File: config.mk
export PLATFORM = sky130hd
export DESIGN_NAME = seven_seg_ascii_scroller
export DESIGN_NICKNAME = d
export VERILOG_FILES = /design/src/rtl/seven_seg_ascii_scroller.sv
export SDC_FILE = /design/constraint.sdc
export NUM_CORES = 1
export LEC_CHECK = 0
export CORE_MARGIN = 1.5
export CORE_UTILIZATION = 45
export DETAILED_ROUTE_END_ITERATION = 12
export GPL_TIMING_DRIVEN = 0
export PLACE_DENSITY = 0.66
export SLEW_MARGIN = 20
export SYNTH_ARGS = -nofsm -noshare
export SYNTH_HDL_FRONTEND = slang
export SYNTH_SLANG_ARGS = --single-unit
File: constraint.sdc
create_clock -name clk -period 4 [get_ports clk]
set_clock_uncertainty 0.15 [all_clocks]
set_input_delay 0.8 -clock clk [delete_from_list [all_inputs] [get_ports clk]]
set_output_delay 0.8 -clock clk [all_outputs]
set_load 0.02 [all_outputs]
File: src/rtl/seven_seg_ascii_scroller.sv
// Seven-segment ASCII scroller: buffers an incoming ASCII byte stream in a
// small FIFO and shifts one character per scroll tick into a character array
// that feeds the ASCII display wrapper. Display 0 is the rightmost display,
// so text enters on the right and scrolls right-to-left.
module seven_seg_ascii_scroller #(
  parameter int DISPLAY_COUNT = 4,
  parameter int SOURCE_FREQ   = 100_000_000,
  parameter int SCROLL_HZ     = 4,
  parameter int FIFO_DEPTH    = 16
) (
  input  logic                       clk,
  input  logic                       reset,
  input  logic [7:0]                 char_in,
  input  logic                       char_valid,
  output logic                       char_ready,
  input  logic                       clear,
  input  logic                       pad,
  output logic [8*DISPLAY_COUNT-1:0] values,
  output logic [DISPLAY_COUNT-1:0]   display_enable,
  output logic                       idle
);

  localparam int TICK_DIV = SOURCE_FREQ / SCROLL_HZ;
  localparam int TW       = (TICK_DIV > 2) ? $clog2(TICK_DIV) : 1;
  localparam int AW       = (FIFO_DEPTH > 2) ? $clog2(FIFO_DEPTH) : 1;
  localparam int CW       = AW + 1;
  localparam int VW       = 8 * DISPLAY_COUNT;

  localparam logic [TW-1:0] TICK_LAST  = TW'(TICK_DIV - 1);
  localparam logic [CW-1:0] DEPTH_FULL = CW'(FIFO_DEPTH);
  localparam logic [7:0]    SPACE      = 8'h20;

  logic [7:0]    fifo_mem [FIFO_DEPTH];
  logic [AW-1:0] wr_ptr;
  logic [AW-1:0] rd_ptr;
  logic [CW-1:0] count;
  logic [TW-1:0] tick_cnt;

  logic          tick;
  logic          push;
  logic          pop;
  logic          shift_en;
  logic [7:0]    head;
  logic [7:0]    shift_char;
  logic [VW-1:0] values_next;
  logic [DISPLAY_COUNT-1:0] enable_next;

  // Handshake, tick and pop decisions, all from registered state.
  always_comb begin
    char_ready = (count != DEPTH_FULL);
    idle       = (count == '0);
    tick       = (tick_cnt == TICK_LAST);
    push       = char_valid && char_ready && !reset && !clear;
    // A push on the tick cycle is not yet in count, so it cannot be popped
    // by this tick; it waits for the next one.
    pop        = tick && (count != '0);
    head       = fifo_mem[rd_ptr];
  end

  // Next character array: shift in the FIFO head, a pad space, or hold.
  always_comb begin
    shift_en    = 1'b0;
    shift_char  = SPACE;
    values_next = values;
    if (pop) begin
      shift_en   = 1'b1;
      shift_char = head;
    end else if (tick && pad) begin
      shift_en   = 1'b1;
      shift_char = SPACE;
    end
    if (shift_en) begin
      values_next = (values << 8) | VW'(shift_char);
    end
  end

  // Enables are derived from the next array so they never lag values.
  always_comb begin
    enable_next = '0;
    for (int i = 0; i < DISPLAY_COUNT; i++) begin
      enable_next[i] = (values_next[8*i +: 8] != SPACE);
    end
  end

  // Scroll tick counter: 0..TICK_DIV-1, restarted by reset or clear.
  always_ff @(posedge clk) begin
    if (reset || clear) begin
      tick_cnt <= '0;
    end else if (tick) begin
      tick_cnt <= '0;
    end else begin
      tick_cnt <= tick_cnt + 1'b1;
    end
  end

  // FIFO storage; contents need no reset because count gates every read.
  always_ff @(posedge clk) begin
    if (push) begin
      fifo_mem[wr_ptr] <= char_in;
    end
  end

  // FIFO pointers and occupancy; pointers wrap naturally at a power of two.
  always_ff @(posedge clk) begin
    if (reset || clear) begin
      wr_ptr <= '0;
      rd_ptr <= '0;
      count  <= '0;
    end else begin
      if (push) begin
        wr_ptr <= wr_ptr + 1'b1;
      end
      if (pop) begin
        rd_ptr <= rd_ptr + 1'b1;
      end
      case ({push, pop})
        2'b10:   count <= count + 1'b1;
        2'b01:   count <= count - 1'b1;
        default: count <= count;
      endcase
    end
  end

  // Character array and display enables, blanked by reset or clear.
  always_ff @(posedge clk) begin
    if (reset || clear) begin
      values         <= {DISPLAY_COUNT{SPACE}};
      display_enable <= '0;
    end else begin
      values         <= values_next;
      display_enable <= enable_next;
    end
  end

endmodule

==> summary.md, run 1 <==
| Metric | Value |
|---|---|
| Hold Path End | `tick_cnt[0]` |
| Crit Path Class | `in2reg` |
| Status | `finished, final reports clean` |
| Final hold vios | `0` |
| Pwr Density | `around 440 nW/um2` |
| Initial DRC count | `412` |
| Seq/Total Area, Yosys | `65.2%` |
| LEAKAGE | `0.00320 uW` |
| CTS clock-pin slew for the worst setup and hold paths | `0.06 ns` |
| Type of origin of the critical path | `input pin` |
| Worst vdd ir | `0.461 mV` |
| PortBufs | `50` |
| Diode count | `0` |
| Total power | `4320 uW` |
| Crit path arrival time | `about 4 ns` |
| Setup TNS | `0 ns` |
| Cts hold-fix bufs | `0` |
| Area grow syn2layout | `18.6%` |
| Cells after synthesis | `616` |
| Hold Crit Start | `tick_cnt[0]` |
| Skew-Pair Late Insertion Delay | `0.49 ns` |
| CP Data Required Time | `between 4 and 5 ns` |
| Worst r2r src | `tick_cnt[0]` |
| Num CTS Buffers | `23` |
| Fmax | `roughly 270 MHz` |
| Total global routing track utilization | `between 10% and 20%` |
| Worst hold-check path type | `reg2reg` |
| Die W | `around 140 um` |
| Non-Filler Instances | `933` |
| Final wirelength | `17,600 um` |
| Detailed-route via count | `5,247` |
| Final hold slack | `0.289 ns` |
| EDFF count, synth | `between 100 and 150` |
| Die Y | `between 100 and 150 um` |
| IO Pins | `a little over 50` |
| Mapped Area | `8290 um2` |
| Syn_nets | `between 600 and 700` |
| CTS tree | `done` |
| Starting density of the core | `46.0%` |
| First-pass GRT wire length | `~28,000 um` |
| Slew headroom | `35.4%` |
| Num Clock Sinks | `206` |
| Share of cells above drive strength 1 | `13.4%` |
| Minimum clock period | `3.73 ns` |
| Flop-to-flop setup slack | `~0.30 ns` |
| Post-DP HPWL | `12,000 um` |
| Ys async rst share | `0%` |
| Core region area | `18,000 um2` |
| Dpl cells | `895` |
| CP Max Fanout | `8` |
| Max Cap Viol | `0` |
| Syn avg cell area | `13.5 um2` |
| Longest Clk Path Bufs | `3` |
| Grt total ovfl | `0` |
| Post-route ant nets | `0` |
| Number of global-route vias before repair | `around 5.2k` |
| Critical Path End Type | `flop` |
| # nets final | `a little over 700` |
| Die ar. | `19,200 um2` |
| Routed wire per std cell | `18.8 um` |
| Pre-CTS setup slack | `-0.464 ns` |
| RSZ-0062 raised after global routing | `no` |
| Initial antenna violation count | `0` |
| Largest net degree at the start of global routing | `17` |
| Most used DFF post-synth | `edfxtp_1` |
| Worst r2r dst | `count[4]` |
| CTS H-tree lvls | `1` |
| YS warnings | `0` |
| # DRC | `0` |
| Synthesis-stage register bit count | `206` |
| Pre-Repair DR Iteration Count | `4` |
| FP Rows | `49` |
| Final Setup Violations | `0` |
| Cells on worst reg2reg path | `15` |
| Final Slew Violations | `0` |
| Netlist cell types | `between 50 and 60` |
| Post-CTS Setup Bufs | `0` |
| Root Driver | `clkbuf_16` |
| Slew @ Worst Pin | `0.966 ns` |
| Fin crit share | `93.3%` |
| Vias per std cell | `5.62` |
| Fin worst setup slack | `0.267 ns` |
| Worst Hold Depth | `1` |
| Routability cong. | `0.825` |
synthesized netlist by cell type, types with 2 or more instances:
library cell	count	area (um2)
and3_1	6	37.5
nand2_1	68	255
nand4_1	6	37.5
nand2b_1	4	25.0
nor4b_1	3	26.3
edfxtp_1	128	3840
and2_1	7	43.8
nor2b_1	5	31.3
mux4_2	32	721
a21boi_0	2	15.0
a211oi_1	5	37.5
o41ai_1	5	43.8
buf_2	7	35.0
a21oi_1	35	175
xor2_1	18	158
or4_4	2	22.5
nor3_1	7	35.0
ha_1	10	125
mux2i_1	10	100
nor2_1	53	199
or3_1	8	50.1
buf_6	2	22.5
o21ai_0	13	65.1
xnor2_1	10	87.6
and4_1	4	35.0
dfxtp_1	78	1560
a22oi_1	4	30.0
inv_1	6	22.5
nand3_1	22	110
clkbuf_1	24	90.1
nor4_1	9	56.3
registers in the layout, summed over array words and instances, names as in the netlist, named ones only:
register and flops:
display_enable 4, wr_ptr 4, values 32, fifo_mem 128, rd_ptr 4, count 5, tick_cnt 25
per-layer routing:
layer	routed length, um	vias to the layer above	part of all wire, %	GRT usage (%)
met2	8510	179	48	30.4
met3	1010	34	5.7	3.52
met1	7610	2595	43	24.6
met5	0	-	0	0
met4	447	0	2.5	5.98
li1	-	2439	-	-
worst max-delay path, stage by stage:
cell and delay (ns):
clkdlybuf4s50_1 0.47, a21boi_1 0.45, and2_1 0.30, inv_1 0.09, ha_1 0.22, clkbuf_2 0.18, xor2_1 0.17, ha_1 0.23
o21a_1 0.18, o22a_1 0.19, a21oi_1 0.17, xor2_1 0.10, or3_1 0.31, a21oi_1 0.14
stage by stage:
stage	cell area (um2)	util [%]
after global placement	9070	50.3
after floorplan	8290	-
after global routing	9830	54.5
after CTS	9820	54.5
final	9830	54.5
after detailed placement	9090	50.5
layout make-up:
cell class                 count  area [um2]
clock inverter                 7        58.8
multi-input combinational    367        2720
inverter                       7        26.3
sequential                   206        5410
buffer                        36         169
fill                        1433        8200
clock buffer                  31         659
tap                          229         287
timing repair buffer          50         500
placed cells by master, fill, tap and decap left out, drive strengths merged, types with 2 or more instances in the layout:
master | netlist | layout
nand2b | 4 | 4
o41ai | 5 | 5
mux2i | 10 | 10
or3 | 8 | 8
nor2b | 5 | 5
dfxtp | 78 | 78
o21ai | 14 | 14
xor2 | 18 | 18
and3 | 7 | 7
clkbuf | 25 | 56
mux4 | 32 | 32
xnor2 | 10 | 10
and4 | 5 | 5
nor3 | 8 | 8
nand4 | 6 | 6
nand3 | 22 | 22
ha | 10 | 10
nor2 | 53 | 53
nand2 | 68 | 68
inv | 7 | 7
or4 | 4 | 4
a211oi | 6 | 6
a21boi | 2 | 2
and2 | 7 | 7
clkinv | 0 | 6
a22oi | 4 | 4
clkdlybuf4s50 | 0 | 50
nor4b | 3 | 3
nor4 | 10 | 10
edfxtp | 128 | 128
a21oi | 35 | 35
buf | 10 | 10
where the power goes:
group / internal, uW / switching (uW)
Sequential: 2260 / 2.81
Combinational: 22.4 / 46.9
Clock: 1210 / 787
cells by family after synthesis:
group / synth area share (%)
compound gates: 5.41
xor+xnor: 2.96
fa+ha+maj: 1.51
buf+inv: 2.34
flops: 65.2
mux: 10.0
simple gates: 12.5
worst max-delay path by stage:
stage	startpoint	to	slack [ns]	cells after the start
floorplan	count[1]	count[4]	0.34	14
global placement	char_valid	count[4]	-0.37	14
detailed placement	char_valid	count[4]	-0.46	14
CTS	char_valid	count[4]	0.02	14
global route	tick_cnt[0]	count[4]	0.01	15
finish	char_valid	count[4]	0.27	14
what timing repair did:
action,in CTS,in global routing
gates resized for setup,1,4
endpoints found under the setup margin,1,1
pin swaps,0,0
cloned,0,0
Power figures use the tool's default switching activity.
==> run 2: changes to the inputs <==
MAX_ROUTING_LAYER = met4   (was unset)
SLEW_MARGIN = 10   (was 20)
==> run 2 against run 1 <==
Compared with the run above:
- clock power hardly changed
- critical path depth stayed put
- routed wire length is 0.22% lower
- design area stayed put
- total power hardly changed
- die area stayed put
- count of clock-buffer cells in the layout stayed put
==> summary.md, run 2 (synthesis results as in run 1) <==
| Metric | Value |
|---|---|
| Post-route ant nets | `0` |
| Share of cells above drive strength 1 | `13.4%` |
| Largest net degree at the start of global routing | `17` |
| Pre-Repair DR Iteration Count | `5` |
| Final Setup Violations | `0` |
| Dpl cells | `between 800 and 900` |
| Worst vdd ir | `0.461 mV` |
| Final hold vios | `0` |
| Die ar. | `19,200 um2` |
| CP Max Fanout | `8` |
| RSZ-0062 raised after global routing | `no` |
| Biggest register | `fifo_mem` |
| Num Clock Sinks | `approximately 210` |
| Placed Area | `9090 um2` |
| CTS tree | `done` |
| Post-DP HPWL | `around 12,000 um` |
| Crit Path Class | `in2reg` |
| Starting density of the core | `46.0%` |
| Diode count | `0` |
| Detailed-route via count | `around 5.3k` |
| Grt total ovfl | `0` |
| IO Pins | `51` |
| # nets final | `just over 700` |
| Worst hold-check path type | `reg2reg` |
| Final Slew Violations | `0` |
| Cts hold-fix bufs | `0` |
| Longest Clk Path Bufs | `3` |
| First-pass GRT wire length | `28,000 um` |
| FP Rows | `49` |
| Final wirelength | `17,500 um` |
| Routability cong. | `0.838` |
| Num CTS Buffers | `23` |
| Root Driver | `clkbuf_16` |
| Vias per std cell | `~5.6` |
| Skew-Pair Late Insertion Delay | `0.50 ns` |
| Commonest non-fill, non-tap cell in the layout | `edfxtp_1` |
| Max reg flops | `128` |
| Initial DRC count | `379` |
| Initial antenna violation count | `0` |
| Slew @ Worst Pin | `0.990 ns` |
| Die W | `139 um` |
| Pwr Density | `440 nW/um2` |
| Cts repair resizes | `1` |
| Non-Filler Instances | `933` |
| Final Cell Area | `slightly below 10,000 um2` |
| Top flop regs | `fifo_mem (128), values (32), tick_cnt (25)` |
| Critical Path End Type | `flop` |
| CTS H-tree lvls | `1` |
| Routed wire per std cell | `18.8 um` |
| Fin crit share | `93.0%` |
| Total global routing track utilization | `a little under a fifth` |
| CTS clock-pin slew for the worst setup and hold paths | `0.06 ns` |
| Max Cap Viol | `0` |
| Final hold slack | `around 0.29 ns` |
| Number of global-route vias before repair | `5,191` |
| CP Data Required Time | `between 4 and 5 ns` |
| Setup TNS | `0 ns` |
| Total power | `4330 uW` |
| Slew headroom | `between 30% and 40%` |
| Area grow syn2layout | `18.6%` |
| Most frequent cells in the layout | `128 x edfxtp_1, 78 x dfxtp_1, 68 x nand2_1, 53 x nor2_1, 50 x clkdlybuf4s50_1` |
| PortBufs | `50` |
| Minimum clock period | `~3.7 ns` |
| Fmax | `269 MHz` |
| Core region area | `18,000 um2` |
| Post-CTS Setup Bufs | `0` |
| Type of origin of the critical path | `input pin` |
| # DRC | `0` |
| Die Y | `139 um` |
| Status | `finished, final reports clean` |
| Crit path arrival time | `3.99 ns` |
| LEAKAGE | `0.00320 uW` |
## run 2: cell counts in the layout (fill, tap and decap cells not counted)
No cell type changed its count.
## run 2: power by group
group	total, uW	internal [uW]	leakage [uW]	switching, uW
logic	69.3	22.4	0.00106	47.0
clock network	1990	1210	0.000362	788
registers	2260	2260	0.00178	2.81
total	4330	3490	0.00320	838
## run 2: final timing paths
check,start,endpoint,depth (start not counted),slack [ns]
worst min-delay path,tick_cnt[0],tick_cnt[0],1,0.29
worst max register to register,count[1],count[4],14,0.30
worst max-delay path,char_valid,count[4],14,0.28
worst min register to register,tick_cnt[0],tick_cnt[0],1,0.29
## run 2: layout make-up
cell class | count | area (um2)
fillers | 1433 | 8200
flip-flops and latches | 206 | 5410
multi-input cells | 367 | 2720
clock buffers | 31 | 659
repair buffers | 50 | 500
well taps | 229 | 287
plain buffers | 36 | 169
clock inverters | 7 | 58.8
inverters | 7 | 26.3
## run 2: critical path, stage by stage
cell,delay (ns)
clkdlybuf4s50_1,0.46
a21boi_1,0.44
and2_1,0.30
inv_1,0.09
ha_1,0.22
clkbuf_2,0.18
xor2_1,0.17
ha_1,0.23
o21a_1,0.19
o22a_1,0.19
a21oi_1,0.17
xor2_1,0.09
or3_1,0.31
a21oi_1,0.14
## run 2: metrics by stage
stage                     util [%]  setup WS [ns]
after floorplan                  -          0.341
after global placement        50.3         -0.374
after detailed placement      50.5         -0.464
after CTS                     54.5         0.0198
after global routing          54.5         0.0134
final                         54.5          0.279
## run 2: layer usage
layer | wire (um) | vias to the layer above | global-route usage (%)
li1 | - | 2439 | -
met1 | 7490 | 2579 | 24.6
met2 | 8450 | 210 | 30.4
met3 | 1120 | 37 | 3.52
met4 | 476 | 0 | 5.98
met5 | 0 | - | -
